### config.mk
export PLATFORM = sky130hd
export DESIGN_NAME = stroke_segmenter
export DESIGN_NICKNAME = d
export VERILOG_FILES = /design/src/rtl/stroke_segmenter.sv
export SDC_FILE = /design/constraint.sdc
export NUM_CORES = 1
export LEC_CHECK = 0
export CAP_MARGIN = 20
export CORE_ASPECT_RATIO = 0.5
export CORE_MARGIN = 2
export CORE_UTILIZATION = 45
export CTS_BUF_LIST = sky130_fd_sc_hd__clkbuf_8
export DETAILED_ROUTE_END_ITERATION = 7
export PLACE_DENSITY = 0.69
export SETUP_SLACK_MARGIN = 0.02
export SYNTH_ARGS = -nofsm -noshare
export SYNTH_HDL_FRONTEND = slang
export SYNTH_SLANG_ARGS = --single-unit
### constraint.sdc
create_clock -name clk -period 9.07 [get_ports clk]
set_clock_uncertainty 0.1 [all_clocks]
set_input_delay 1.814 -clock clk [delete_from_list [all_inputs] [get_ports clk]]
set_output_delay 1.814 -clock clk [all_outputs]
set_load 0.02 [all_outputs]
### src/rtl/stroke_segmenter.sv
// Splits pen strokes into line segments no longer than STEP per axis and
// hands them to a line-draw engine one at a time over a start/finished handshake.
module stroke_segmenter #(
  parameter int STEP        = 16,
  parameter int ACK_TIMEOUT = 4
) (
  input  logic       clk,
  input  logic       reset,
  input  logic       pen_valid,
  output logic       pen_ready,
  input  logic       pen_down,
  input  logic [9:0] pen_x,
  input  logic [8:0] pen_y,
  output logic       seg_start,
  input  logic       seg_finished,
  output logic [9:0] x1,
  output logic [8:0] y1,
  output logic [9:0] x2,
  output logic [8:0] y2,
  output logic       busy,
  output logic       seg_err
);

  // state     | meaning
  // IDLE      | waiting for a pen sample (only state with pen_ready)
  // ISSUE     | one-cycle seg_start pulse, endpoints stable on x1..y2
  // WAIT_LOW  | waiting for the engine to drop seg_finished (timed)
  // WAIT_HIGH | engine drawing, waiting for seg_finished to return
  // ADVANCE   | anchor moves to segment end; chain ends or next segment
  typedef enum logic [2:0] {IDLE, ISSUE, WAIT_LOW, WAIT_HIGH, ADVANCE} state_t;

  localparam int CW = (ACK_TIMEOUT > 1) ? $clog2(ACK_TIMEOUT + 1) : 1;
  localparam logic [CW-1:0] CNT_LAST = CW'(ACK_TIMEOUT - 1);
  localparam logic signed [10:0] STEP_X = 11'(STEP);
  localparam logic signed [9:0]  STEP_Y = 10'(STEP);

  state_t          state, state_d;
  logic            anchor_valid;
  logic [9:0]      ax, tx, src_x, tgt_x, nx;
  logic [8:0]      ay, ty, src_y, tgt_y, ny;
  logic [CW-1:0]   cnt;
  logic            accept, same_as_anchor, at_target;

  function automatic logic [9:0] step_x(input logic [9:0] a, input logic [9:0] t);
    logic signed [10:0] d;
    d = $signed({1'b0, t}) - $signed({1'b0, a});
    if (d > STEP_X)       d = STEP_X;
    else if (d < -STEP_X) d = -STEP_X;
    return a + d[9:0];
  endfunction

  function automatic logic [8:0] step_y(input logic [8:0] a, input logic [8:0] t);
    logic signed [9:0] d;
    d = $signed({1'b0, t}) - $signed({1'b0, a});
    if (d > STEP_Y)       d = STEP_Y;
    else if (d < -STEP_Y) d = -STEP_Y;
    return a + d[8:0];
  endfunction

  // In IDLE the first sub-endpoint comes straight from the incoming sample;
  // later ones walk from the previous segment end toward the stored target.
  assign src_x = (state == IDLE) ? ax : x2;
  assign src_y = (state == IDLE) ? ay : y2;
  assign tgt_x = (state == IDLE) ? pen_x : tx;
  assign tgt_y = (state == IDLE) ? pen_y : ty;
  assign nx    = step_x(src_x, tgt_x);
  assign ny    = step_y(src_y, tgt_y);

  assign accept         = pen_valid && pen_ready;
  assign same_as_anchor = (pen_x == ax) && (pen_y == ay);
  assign at_target      = (x2 == tx) && (y2 == ty);

  always_ff @(posedge clk) begin
    if (reset) state <= IDLE;
    else       state <= state_d;
  end

  always_comb begin
    state_d   = state;
    pen_ready = 1'b0;
    seg_start = 1'b0;
    busy      = 1'b1;
    case (state)
      IDLE: begin
        pen_ready = 1'b1;
        busy      = 1'b0;
        if (accept && pen_down && anchor_valid && !same_as_anchor) state_d = ISSUE;
      end
      ISSUE: begin
        seg_start = 1'b1;
        state_d   = WAIT_LOW;
      end
      WAIT_LOW: begin
        if (!seg_finished)         state_d = WAIT_HIGH;
        else if (cnt == CNT_LAST)  state_d = ADVANCE;
      end
      WAIT_HIGH: begin
        if (seg_finished) state_d = ADVANCE;
      end
      ADVANCE: state_d = at_target ? IDLE : ISSUE;
      default: state_d = IDLE;
    endcase
  end

  always_ff @(posedge clk) begin
    if (reset) begin
      anchor_valid <= 1'b0;
      ax      <= '0;
      ay      <= '0;
      tx      <= '0;
      ty      <= '0;
      x1      <= '0;
      y1      <= '0;
      x2      <= '0;
      y2      <= '0;
      cnt     <= '0;
      seg_err <= 1'b0;
    end else begin
      case (state)
        IDLE: begin
          if (accept) begin
            if (!pen_down) begin
              anchor_valid <= 1'b0;
            end else if (!anchor_valid) begin
              ax           <= pen_x;
              ay           <= pen_y;
              anchor_valid <= 1'b1;
            end else begin
              tx <= pen_x;
              ty <= pen_y;
              if (!same_as_anchor) begin
                x1 <= ax;
                y1 <= ay;
                x2 <= nx;
                y2 <= ny;
              end
            end
          end
        end
        ISSUE: cnt <= '0;
        WAIT_LOW: begin
          if (seg_finished) begin
            if (cnt == CNT_LAST) seg_err <= 1'b1;
            else                 cnt <= cnt + CW'(1);
          end
        end
        ADVANCE: begin
          ax <= x2;
          ay <= y2;
          if (!at_target) begin
            x1 <= x2;
            y1 <= y2;
            x2 <= nx;
            y2 <= ny;
          end
        end
        default: ;
      endcase
    end
  end

endmodule

==> summary.md <==
| Metric | Value |
|---|---|
| Status | `finished, final reports clean` |
| Hold endpoint | `y1[1]$_SDFFE_PP0P_` |
| Postcts setup bufs | `0` |
| Yosys cell types | `between 60 and 70` |
| Synth Area in Compound Gates | `roughly a fifth` |
| Share of layout cells above drive strength 1 | `between 4 and 5%` |
| Register area share after synthesis | `between 20 and 30%` |
| Mapped Nets | `around 900` |
| Async SR Flop Fraction | `0%` |
| Hold Buf Count CTS | `0` |
| GR Overflow Total | `0` |
| Root Buffer | `clkbuf_8` |
| Pwr dens | `~140 mW/mm^2` |
| Arrival @ worst endpoint | `around 6.5 ns` |
| Clock Sinks | `between 80 and 90` |
| Fin crit period | `approximately 6.3 ns` |
| Synth area leaders | `dfxtp_1, nand2_1, ha_1` |
| Critical setup path kind | `in2reg` |
| Post-Place Setup Slack | `2.45 ns` |
| Reg2reg start | `state[2]$_SDFFE_PP0P_` |
| Final #Nets | `about 940` |
| H-tree depth | `3` |
| Crit share post-route | `69.9%` |
| IO Count | `66` |
| DR iter-0 viols | `523` |
| Cts repair resizes | `0` |
| Crit-path max FO | `5` |
| Initial antenna violation count | `0` |
| First-pass DRT Iterations | `5` |
| CORE AREA | `~0.013 sq mm` |
| Post-synth EDFFs | `0` |
| RSZ-0062 raised after global routing | `false` |
| Post-Layout Cell Count | `between 1000 and 1500` |
| Max-slew headroom at the worst pin | `between 30 and 40%` |
| Clock buffer depth | `2` |
| Placer Congestion | `roughly 0.91` |
| Ant diodes | `0` |
| Yosys reg bits | `84` |
| Clock Latency Late Sink | `0.36 ns` |
| Largest net degree at the start of global routing | `86` |
| Via/cell ratio | `between 5 and 6` |
| Critical path endpoint category | `flop` |
| Syn Inst Count | `between 800 and 900` |
| Routed WL per cell | `approximately 17 microns` |
| Max IR drop VDD | `between 0.07 and 0.08 mV` |
| Total CTS buffers | `9` |
| Vias | `between 5000 and 6000` |
| Fin. Hold Viols | `0` |
| CTS tree | `yes` |
| Post-Synth Simple-Gate Area | `around a quarter` |
| Area leader, netlist | `dfxtp_1` |
| Die Footprint | `between 0.01 and 0.015 sq mm` |
| Die Ht | `between 80 and 90 microns` |
| Max Cap Violations | `0` |
| Post-route DRC | `0` |
| Share of the synthesized area in the top cell type | `27.7%` |
| Post-synth top flop | `dfxtp_1` |
| Total wire length | `about 17000 microns` |
| Final setup viols | `0` |
| Critical R2R Capture | `x2[8]$_SDFFE_PP0P_` |
| Yosys warning total | `0` |
| Total track usage | `about 24%` |
| First-pass GRT wire length | `around 28000 microns` |
| Remaining antenna violation count | `0` |
| Setup tns final | `0 ns` |
| Most common cell after layout, fill and taps aside | `nand2_1` |
| Fill cell total of the finished layout | `around 1200` |
| Vias in the first global route | `about 5400` |
| Static Leak | `roughly 2.9 nW` |
| Hold crit path type | `reg2reg` |
| Cell area after synthesis | `approximately 0.0061 sq mm` |
| Area Overhead vs Synth | `16.1%` |
| Worst reg-to-reg setup slack | `3.57 ns` |
| Syn avg cell area | `about 7.3 sq um` |
| Worst setup margin | `2.73 ns` |
| Final slew viol count | `0` |
| Port bufs | `between 60 and 70` |
| Fmax achieved | `158 MHz` |
| Row count | `29` |
| Synth Area in Adders | `under 10%` |
| Hold path depth | `2` |
| Largest family of logic cells by synthesized area | `simple AND/OR/NAND/NOR gates` |
| Initial Util | `between 40 and 50%` |
| Startpoint Class | `input port` |
| Most frequent cells in the layout | `nand2_1, dfxtp_1, nor2_1, clkdlybuf4s50_1, a21oi_1` |
| Post-Synth XOR/XNOR Area | `8.36%` |
| Worst Path Required | `roughly 9.2 ns` |
| DIE WIDTH | `168 microns` |
| Detailed placement HPWL | `approximately 13000 microns` |
| CTS clk-pin slew, worst paths | `roughly 0.1 ns` |
| Worst-Margin Slew | `between 0.9 and 1 ns` |
| Dpl cells | `1032` |
| Min-delay src | `y1[1]$_SDFFE_PP0P_` |
| Multiplexer share of the synthesized area | `under 10%` |
| Cell depth of the worst flop-to-flop path | `20` |
## flip-flops by register name, summed over array words and instances, names as in the netlist
signal / flops
x1: 10
tx: 10
cnt: 3
seg_err: 1
y1: 9
state: 3
y2: 9
ax: 10
x2: 10
anchor_valid: 1
ty: 9
ay: 9
## synth_stat cells, types with 4 or more instances
| master | instances |
|---|---|
| and2_1 | 5 |
| o21a_1 | 13 |
| a21o_1 | 24 |
| o211ai_1 | 5 |
| mux2i_1 | 24 |
| xnor2_1 | 37 |
| o21ai_0 | 15 |
| dfxtp_1 | 84 |
| buf_2 | 5 |
| nor4_1 | 4 |
| or2_2 | 5 |
| xor2_1 | 21 |
| nor2_1 | 78 |
| a31oi_1 | 4 |
| nand4_1 | 10 |
| ha_1 | 38 |
| nand2_1 | 228 |
| nand2b_1 | 8 |
| nor2b_1 | 5 |
| fa_1 | 4 |
| nor3_1 | 10 |
| a311oi_1 | 20 |
| clkbuf_1 | 32 |
| nand3_1 | 6 |
| a21oi_1 | 61 |
| a211oi_1 | 7 |
| inv_1 | 27 |
## stage by stage
stage               cell area, sq um  hold slack (ns)  total power [mW]  utilization [%]
floorplan                       6080            0.332             0.632                -
global placement                6860            0.342             0.704             53.1
detailed placement              6860            0.347             0.710             53.1
CTS                             7050            0.359             0.985             54.6
global route                    7050            0.375              1.04             54.6
finish                          7050            0.356             0.983             54.6
## cell type report
class / count / area, sq um / area share [%]
Multi-Input combinational cell: 678 / 4160 / 58.9
Sequential cell: 84 / 1680 / 23.8
Timing Repair Buffer: 73 / 706 / 10.0
Tap cell: 170 / 213 / 3.02
Clock buffer: 9 / 124 / 1.76
Inverter: 27 / 101 / 1.44
Clock inverter: 7 / 73.8 / 1.05
## per-layer routing
metal	vias to the layer above	share of wire (%)	wire, microns	GRT usage (%)
li1	2936	-	-	-
met1	2822	47	8110	33.0
met2	156	46	7970	40.3
met3	23	5.4	941	3.74
met4	0	1.9	336	7.60
met5	-	0	0	0
## critical path: stages
cell,delay (ns)
clkdlybuf4s50_1,0.54
mux2i_1,0.13
ha_1,0.26
fa_1,0.42
nand2b_1,0.20
a21oi_1,0.37
o2111ai_1,0.26
and2_1,0.27
nor4_2,0.39
a31oi_1,0.18
nor2_1,0.12
ha_1,0.29
a211oi_1,0.29
nor2_1,0.10
o21a_1,0.19
o41ai_1,0.31
xnor2_1,0.12
mux2i_1,0.15
nor2_1,0.05
## logic make-up after synthesis
group,Yosys count
muxes,24
and+or+nand+nor,377
adders and majority gates,42
buffers and inverters,65
AOI/OAI and AO/OA,177
DFF,84
xor gates and xnor gates,58
## worst max-delay path by stage
stage | cells past startpoint | endpoint | slack (ns) | from
2_1_floorplan | 18 | x2[8]$_SDFFE_PP0P_ | 3.56 | pen_x[0]
3_3_place_gp | 19 | x2[8]$_SDFFE_PP0P_ | 2.61 | pen_x[0]
3_5_place_dp | 19 | x2[8]$_SDFFE_PP0P_ | 2.45 | pen_x[0]
4_1_cts | 19 | x2[8]$_SDFFE_PP0P_ | 2.83 | pen_x[0]
5_1_grt | 19 | x2[8]$_SDFFE_PP0P_ | 2.40 | pen_x[0]
6_report | 19 | x2[8]$_SDFFE_PP0P_ | 2.73 | pen_x[0]
## power breakdown
part	leakage, nW	switching [mW]	total (mW)	internal, mW
clock network	0.0937	0.149	0.277	0.128
logic	2.12	0.179	0.312	0.133
registers	0.681	0.0140	0.393	0.379
total	2.89	0.343	0.983	0.641
Note: power is estimated with default switching activity, not from simulation.
